**config.mk**
```make
export PLATFORM = sky130hd
export DESIGN_NAME = booth_mul_unit
export DESIGN_NICKNAME = d
export VERILOG_FILES = /design/src/rtl/mul_pkg.sv /design/src/rtl/booth_r4_pp.sv /design/src/rtl/booth_mul_unit.sv
export SDC_FILE = /design/constraint.sdc
export NUM_CORES = 1
export LEC_CHECK = 0
export CORE_MARGIN = 2
export CORE_UTILIZATION = 53
export CTS_BUF_LIST = sky130_fd_sc_hd__clkbuf_8
export CTS_CLUSTER_DIAMETER = 30
export CTS_CLUSTER_SIZE = 10
export DETAILED_ROUTE_END_ITERATION = 16
export PLACE_DENSITY = 0.9
export SLEW_MARGIN = 20
export SYNTH_ARGS = -nofsm -noshare
export SYNTH_HDL_FRONTEND = slang
export SYNTH_SLANG_ARGS = --single-unit
```
**constraint.sdc**
```tcl
create_clock -name clk -period 4.3 [get_ports clk]
set_clock_uncertainty 0.1 [all_clocks]
set_input_delay 1.075 -clock clk [delete_from_list [all_inputs] [get_ports clk]]
set_output_delay 1.075 -clock clk [all_outputs]
set_load 0.01 [all_outputs]
```
**src/rtl/mul_pkg.sv**
```systemverilog
// Shared types and constants for the radix-4 Booth multiplier.
package mul_pkg;

    typedef enum logic [1:0] {
        OP_MUL    = 2'b00,
        OP_MULH   = 2'b01,
        OP_MULHSU = 2'b10,
        OP_MULHU  = 2'b11
    } mul_op_e;

    typedef enum logic [1:0] {
        S_IDLE = 2'b00,
        S_RUN  = 2'b01,
        S_DONE = 2'b10
    } mul_state_e;

    localparam int NDIGITS = 17;
    localparam int EXT_W   = 34;
    localparam int PP_W    = 36;

    // Two guard bits let MULHU operands with bit 31 set stay positive.
    function automatic logic [EXT_W-1:0] ext_operand(input logic [31:0] x, input logic is_signed);
        return {{2{is_signed & x[31]}}, x};
    endfunction

endpackage

```
**src/rtl/booth_r4_pp.sv**
```systemverilog
// Radix-4 Booth partial-product selector: maps one 3-bit digit and M to 0, +-M or +-2M.
module booth_r4_pp
    import mul_pkg::*;
(
    input  logic [2:0]              digit,
    input  logic [EXT_W-1:0]        m,
    output logic signed [PP_W-1:0]  pp
);

    logic signed [PP_W-1:0] m_s;

    always_comb begin
        m_s = signed'({{(PP_W-EXT_W){m[EXT_W-1]}}, m});
        pp  = '0;
        case (digit)
            3'b001, 3'b010: pp = m_s;
            3'b011:         pp = m_s <<< 1;
            3'b100:         pp = -(m_s <<< 1);
            3'b101, 3'b110: pp = -m_s;
            default:        pp = '0;
        endcase
    end

endmodule

```
**src/rtl/booth_mul_unit.sv**
```systemverilog
// Multi-cycle radix-4 Booth multiplier for RV32M MUL/MULH/MULHSU/MULHU.
// Handshake: start is sampled on a clock edge when the unit is not in RUN; busy is high for the
// 17 digit cycles; ready pulses for one cycle with result valid; kill aborts RUN without a ready.
module booth_mul_unit
    import mul_pkg::*;
#(
    parameter int XLEN = 32
) (
    input  logic            clk,
    input  logic            rst_n,
    input  logic            start,
    input  logic            kill,
    input  logic [1:0]      op,
    input  logic [XLEN-1:0] a,
    input  logic [XLEN-1:0] b,
    output logic            busy,
    output logic            ready,
    output logic [XLEN-1:0] result,
    output mul_state_e      dbg_state
);

    localparam logic [4:0] LAST_CNT = 5'(NDIGITS - 1);

    mul_state_e             state, state_next;
    mul_op_e                op_q;
    logic [4:0]             cnt;
    logic [PP_W-1:0]        acc;
    logic [EXT_W-1:0]       q;
    logic                   q_m1;
    logic [EXT_W-1:0]       m;

    logic                   launch;
    logic                   sgn_a, sgn_b;
    logic signed [PP_W-1:0] pp;
    logic [PP_W-1:0]        sum;
    logic [PP_W-1:0]        acc_next;
    logic [EXT_W-1:0]       q_next;
    logic [63:0]            prod;
    logic [XLEN-1:0]        result_sel;

    booth_r4_pp u_pp (
        .digit (Wire_digit()),
        .m     (m),
        .pp    (pp)
    );

    function automatic logic [2:0] Wire_digit();
        return {q[1:0], q_m1};
    endfunction

    assign launch = start && !kill;
    assign sgn_a  = (mul_op_e'(op) == OP_MULH) || (mul_op_e'(op) == OP_MULHSU);
    assign sgn_b  = (mul_op_e'(op) == OP_MULH);

    // Add into the high part, then arithmetic-shift {acc, q} right by one Booth digit.
    always_comb begin
        sum        = acc + pp;
        acc_next   = {{2{sum[PP_W-1]}}, sum[PP_W-1:2]};
        q_next     = {sum[1:0], q[EXT_W-1:2]};
        prod       = {acc_next[29:0], q_next};
        result_sel = (op_q == OP_MUL) ? prod[31:0] : prod[63:32];
    end

    always_comb begin
        state_next = state;
        case (state)
            S_IDLE: if (launch) state_next = S_RUN;
            S_RUN: begin
                if (kill)                 state_next = S_IDLE;
                else if (cnt == LAST_CNT) state_next = S_DONE;
            end
            S_DONE:  state_next = launch ? S_RUN : S_IDLE;
            default: state_next = S_IDLE;
        endcase
    end

    always_ff @(posedge clk or negedge rst_n) begin
        if (!rst_n) begin
            state  <= S_IDLE;
            op_q   <= OP_MUL;
            cnt    <= '0;
            acc    <= '0;
            q      <= '0;
            q_m1   <= 1'b0;
            m      <= '0;
            result <= '0;
        end else begin
            state <= state_next;
            if (launch && state != S_RUN) begin
                m    <= ext_operand(a, sgn_a);
                q    <= ext_operand(b, sgn_b);
                q_m1 <= 1'b0;
                acc  <= '0;
                cnt  <= '0;
                op_q <= mul_op_e'(op);
            end else if (state == S_RUN && !kill) begin
                acc  <= acc_next;
                q    <= q_next;
                q_m1 <= q[1];
                cnt  <= cnt + 5'd1;
                if (cnt == LAST_CNT) result <= result_sel;
            end
        end
    end

    assign busy      = (state == S_RUN);
    assign ready     = (state == S_DONE);
    assign dbg_state = state;

endmodule
```
* Word-level counts from Yosys, hierarchy flattened
Cells that the tools add are included.
** Word-level totals
- Flip-flop bits (word level) :: 145
- Bits of input ports :: 70
- Word-level logic and storage cells :: 56
** Operators by class
- $add $sub $neg :: 4
- Eq/ne operators :: 14
- Muxes and demuxes :: 15
- Bitwise logic cells :: 3
- Reductions and logical operators :: 12
** Operator list (count)
- 36-bit case mux with 4 select lines :: 1
- 36-bit two-way mux :: 2
- 34-bit two-way mux :: 2
- 36-bit adder :: 1
- 33-bit negator with 36-bit output :: 1
- 34-bit negator with 36-bit output :: 1
- 32-bit two-way mux :: 1
- 5-bit two-way mux :: 2
- 3-bit equality test (second input constant) :: 3
- 3-bit by 2-bit equality test with 1-bit output (second input constant) :: 2
- 2-bit two-way mux :: 3
- 2-bit case mux with 3 select lines :: 1
- 5-bit by 1-bit adder with 5-bit output (second input constant) :: 1
- 5-bit equality test (second input constant) :: 1
- 2-bit by 1-bit equality test with 1-bit output (second input constant) :: 2
- 2-bit equality test (second input constant) :: 2
- 2-bit zero test :: 2
- 2-bit OR reduction :: 2
- 3-bit by 1-bit equality test with 1-bit output (second input constant) :: 1
- 1-bit logical AND :: 3
- 1-bit two-way mux :: 3
- 3-bit by 2-bit inequality test with 1-bit output (second input constant) :: 1
- 3-bit AND reduction :: 1
- 1-bit bitwise AND :: 2
- other kinds (7) :: 7

* Depth between registers and ports, before layout
- Depth after elaboration :: 6
- Mapped depth :: 21
- Gate-level depth less buffers :: 21

* Hierarchy
A second synthesis with hierarchy kept.
** Unflattened totals
- Cell total of the unflattened synthesis :: 1143
- Area, all modules :: 9954.5 µm²
** Modules (own cells, without submodules)
- booth_mul_unit :: instances 1, cells each 807, area each 7826.3 µm²
- booth_r4_pp :: instances 1, cells each 336, area each 2128.3 µm²

* Least setup slack after synthesis
Ideal clock, no wire load.
- Path type :: reg2reg
- From :: register m[6]
- To :: register acc[26]
- Data arrival time :: 4328 ps
- Data required time :: 4067 ps
- Setup slack :: -261 ps
- Stages on the path, launching flop included :: 19
- Path buffers :: 1
- Clock period less this slack :: 4561 ps
- Path through :: dfrtp_1 -> or4_4 -> nand2b_4 -> or3_1 -> or3_1 -> o22ai_1 -> a22oi_1 -> o21ai_0 -> ha_1 -> clkbuf_1 -> a211oi_1 -> nor2_1 -> or4b_2 -> o2111ai_1 -> o22ai_1 -> o41ai_1 -> o31ai_1 -> xnor2_1 -> o21ai_0
** Between the ends
- Word-level cells in the longest chain between the ends :: 5
- Elaborated cells on any way between the ends :: 6
- Classes of those cells :: 3 x add/sub; 3 x mux
** Ends and longest elaborated chain
- start: declaration :: RTL line booth_mul_unit.sv:30 : logic [EXT_W-1:0] m;
- start signal: assignment :: RTL line booth_mul_unit.sv:90 : m <= ext_operand(a, sgn_a);
- 34-bit negator with 36-bit output / 33-bit negator with 36-bit output (equally long branches) :: RTL line booth_r4_pp.sv:18, booth_r4_pp.sv:19
- 36-bit case mux with 4 select lines * :: RTL line booth_r4_pp.sv:15 : case (digit)
- 36-bit adder * :: RTL line booth_mul_unit.sv:57 : sum = acc + pp;
- 36-bit two-way mux * :: RTL line booth_mul_unit.sv:96 : end else if (state == S_RUN && !kill) begin
- 36-bit two-way mux * :: RTL line booth_mul_unit.sv:89 : if (launch && state != S_RUN) begin
- end signal: assignment :: RTL line booth_mul_unit.sv:97 : acc <= acc_next;
- end: declaration :: RTL line booth_mul_unit.sv:27 : logic [PP_W-1:0] acc;
Mark *: on every way between the ends. The rest lies on a longest branch, timed or not. The select of a mux whose other input is x is not followed.
A chain may end at the register's enable or synchronous reset.

* Final worst setup path
- From :: register m[7]
- To :: register acc[26]
The elaborated chain is that of the path after synthesis.

==> impl_results.md <==
* Core area at 18000 um^2
* Worst-margin pin slew at 664 ps
* Pwr Density at 585 nW/um^2
* Avg Cell Area, Syn at 8.05 um^2
* Layout Nets at 1590
* Post-Synthesis Cell Area at ~9700 um^2
* Reported max-cap violation count at 0
* Fin. Hold Viols at 0
* Critical-path top delay cell: or4_4
* Global placement routability congestion at 1.05
* Vias in the first global route at 10500
* Clk slew on worst S/H paths at 90 ps
* Htree depth at 4
* Wirelength per Cell at 21.5 um
* Via/cell ratio at between 6 and 7
* Initial antenna violation count at 0
* Synth Flop Type: dfrtp_1
* Final wirelength at 37100 um
* CP Max Fanout at 5
* Arrival time worst endpoint at 5060 ps
* Min Tclk post-route at 4800 ps
* Post-synth ARST share at 100%
* Final Worst Setup Slack at -502 ps
* GRT overflow at 0
* Root Buffer: clkbuf_8
* Drt first pass iters at 6
* Worst-Skew Late Latency at ~480 ps
* Die Area at 19300 um^2
* Most frequent CP cell: buf_4
* Layout filler cell count at 1124
* RSZ-0062 raised after global routing: yes
* Worst EP required at 4550 ps
* Synthesized flop and latch total at 143
* Placed instance area at approximately 12000 um^2
* Slew HR at a little under three fifths
* Global-route wire length before repair at 55600 um
* Failing checks: negative setup slack
* Fin area at 13900 um^2
* Clock Sinks at 143
* Largest net degree at the start of global routing at 65
* Pre-CTS WS at -541 ps
* Length in cells of the worst reg-to-reg path at 20
* RR Startpoint: m[7]
* Worst vdd ir at 0.426 mV
* Num rows at 49
* Hold WC Path Type: reg2reg
* Final Power at 8.15 mW
* Number of synthesized flops with an enable pin at 0
* CTS Hold Buffers Added at 0
* I/O pin total at approximately 110
* Dpl hpwl at 24400 um
* CTS tree: done
* Achievable Freq at around 210 MHz
* Vias at 11100
* Starting density of the core at between 50% and 60%
* DRT antenna net count at 0
* Pleak at 6.37 nW
* Setup crit start: m[7]
* TritonCTS buffer count at 17
* Final worst path period share at 112%
* Ys Warns at 0
* Hold_sp: acc[30]
* Die Span Y at 139 um
* CP Capture Type: register
* Critical setup path kind: reg2reg
* Slowest stage delay, CP at 590 ps
* DR iter-0 viols at 1649
* Final Setup Violations at 38
* Worst-path cell chain: or4_4 > buf_4 > nor4_4 > buf_4 > buf_4 > nand4b_1 > or4_4 > nand2_1 > nand2_1 > a21oi_1 > o21ai_1 > o21ai_2 > ha_1 > buf_4 > nand2_1 > o22ai_2 > o41ai_2 > o31ai_2 > xnor2_1 > o21ai_1
* N_diodes at 0
* Register area share after synthesis at a little under two fifths
* Post-synthesis net count at 1311
* Clk buf depth at 2
* Synthesized instance count at 1201
* Die width at about 140 um
* Area growth syn-to-layout at 44.0%
* Startpoint Class: register
* DR DRC count at 0
* Layout cell share with drive strength beyond 1 at 28.9%
* Status: complete, but fails checks
* I/O Buffers at 105
* Distinct cells, synth at 78
* Slew Viols, Final at 0
* GR Util All Layers at 35.4%
* Hold path depth at 2
registers in the layout, indices dropped and copies added (netlist names):
signal and flops:
dbg_state 2, cnt 5, op_q 2, q 34, acc 34, q_m1 1
m 33, result 32
per-stage QoR:
| stage | TNS, ps | cells | util (%) | hold WS, ps |
|---|---|---|---|---|
| 2_1_floorplan | -109 | 1201 | - | 356 |
| 3_3_place_gp | -8270 | 1650 | 68.2 | 366 |
| 3_5_place_dp | -11490 | 1650 | 68.2 | 374 |
| 4_1_cts | -5970 | 1695 | 73.2 | 405 |
| 5_1_grt | -16100 | 1722 | 77.5 | 436 |
| 6_report | -10580 | 1722 | 77.5 | 413 |
power by group:
group	internal (mW)	switching (mW)	total, mW
Clock	0.500	0.680	1.18
Sequential	1.61	0.291	1.90
Combinational	2.33	2.73	5.07
logic make-up after synthesis:
| family | Yosys count | synth area share (%) |
|---|---|---|
| simple gates | 465 | 22.2 |
| compound gates | 382 | 25.1 |
| flops | 143 | 37.0 |
| buf+inv | 103 | 4.17 |
| xor+xnor | 61 | 5.52 |
| fa+ha+maj | 40 | 5.25 |
| mux | 7 | 0.725 |
cell usage after synthesis (9+ instances only):
master / instances / area, um^2
clkbuf_1: 70 / 263
a21o_1: 17 / 128
and3_1: 16 / 100
buf_1: 9 / 33.8
ha_1: 39 / 488
nor3_1: 18 / 90.1
a22oi_1: 41 / 308
o22ai_1: 13 / 81.3
nand2_1: 245 / 920
nand2b_1: 10 / 62.6
nor2_1: 89 / 334
a221oi_1: 16 / 140
xor2_1: 22 / 193
nand3_1: 16 / 80.1
a31oi_1: 19 / 119
xnor2_1: 39 / 342
inv_1: 18 / 67.6
a22o_1: 19 / 166
o21ai_0: 115 / 576
a21oi_1: 80 / 400
dfrtp_1: 143 / 3580
final timing paths:
check	endpoint	slack (ps)
setup reg to reg	acc[26]	-500
min in group asynchronous	m[15]	480
hold / removal	acc[30]	410
hold reg to reg	acc[30]	410
setup / recovery	acc[26]	-500
max in group asynchronous	result[0]	2820
area by class of cell:
class                           count  area, um^2  area share (%)
Sequential cell                   143        3580            25.7
Timing Repair Buffer              345        2940            21.1
Clock inverter                     15         189            1.36
Multi-Input combinational cell    955        6640            47.6
Inverter                           18        67.6           0.485
Tap cell                          229         287            2.06
Clock buffer                       17         234            1.68
layer usage:
layer	GRT usage (%)	vias up	share of wire, %
li1	-	4863	-
met1	47.3	5296	38
met2	59.0	763	47
met3	6.28	206	9.8
met4	11.0	0	5.4
met5	0	-	0
what timing repair did:
action | CTS | global route
cloned | 0 | 0
gates resized for setup | 92 | 120
endpoints found under the setup margin | 43 | 47
setup buffers | 14 | 30
pin swaps | 41 | 93
worst max-delay path: cells and delay by family (launching register included):
family / cells / cell delay, ps
DFF: 1 / 380
xor gates and xnor gates: 1 / 250
adders and majority gates: 1 / 310
AOI/OAI and AO/OA: 7 / 1190
and+or+nand+nor: 7 / 1790
buffers and inverters: 4 / 660
placed cells by master (no fill, tap or decap), types with 14 or more instances in the layout:
cell             Yosys  layout
a221oi_1            16      15
o21ai_0            115      71
nand2_1            245     242
dfrtp_1            143     143
xor2_1              22      19
a21oi_2              0      23
xnor2_1             39      27
buf_6                1      16
a21oi_1             80      55
a21o_1              17      17
nor3_1              18      14
a22oi_1             41      40
o21ai_1              4      33
ha_1                39      29
clkbuf_8             0      17
clkdlybuf4s50_1      0     104
a31oi_1             19      15
buf_4                1     223
inv_1               18      16
nor2_1              89      80
nand3_1             16      14
a22o_1              19      19
Power figures use the tool's default switching activity.
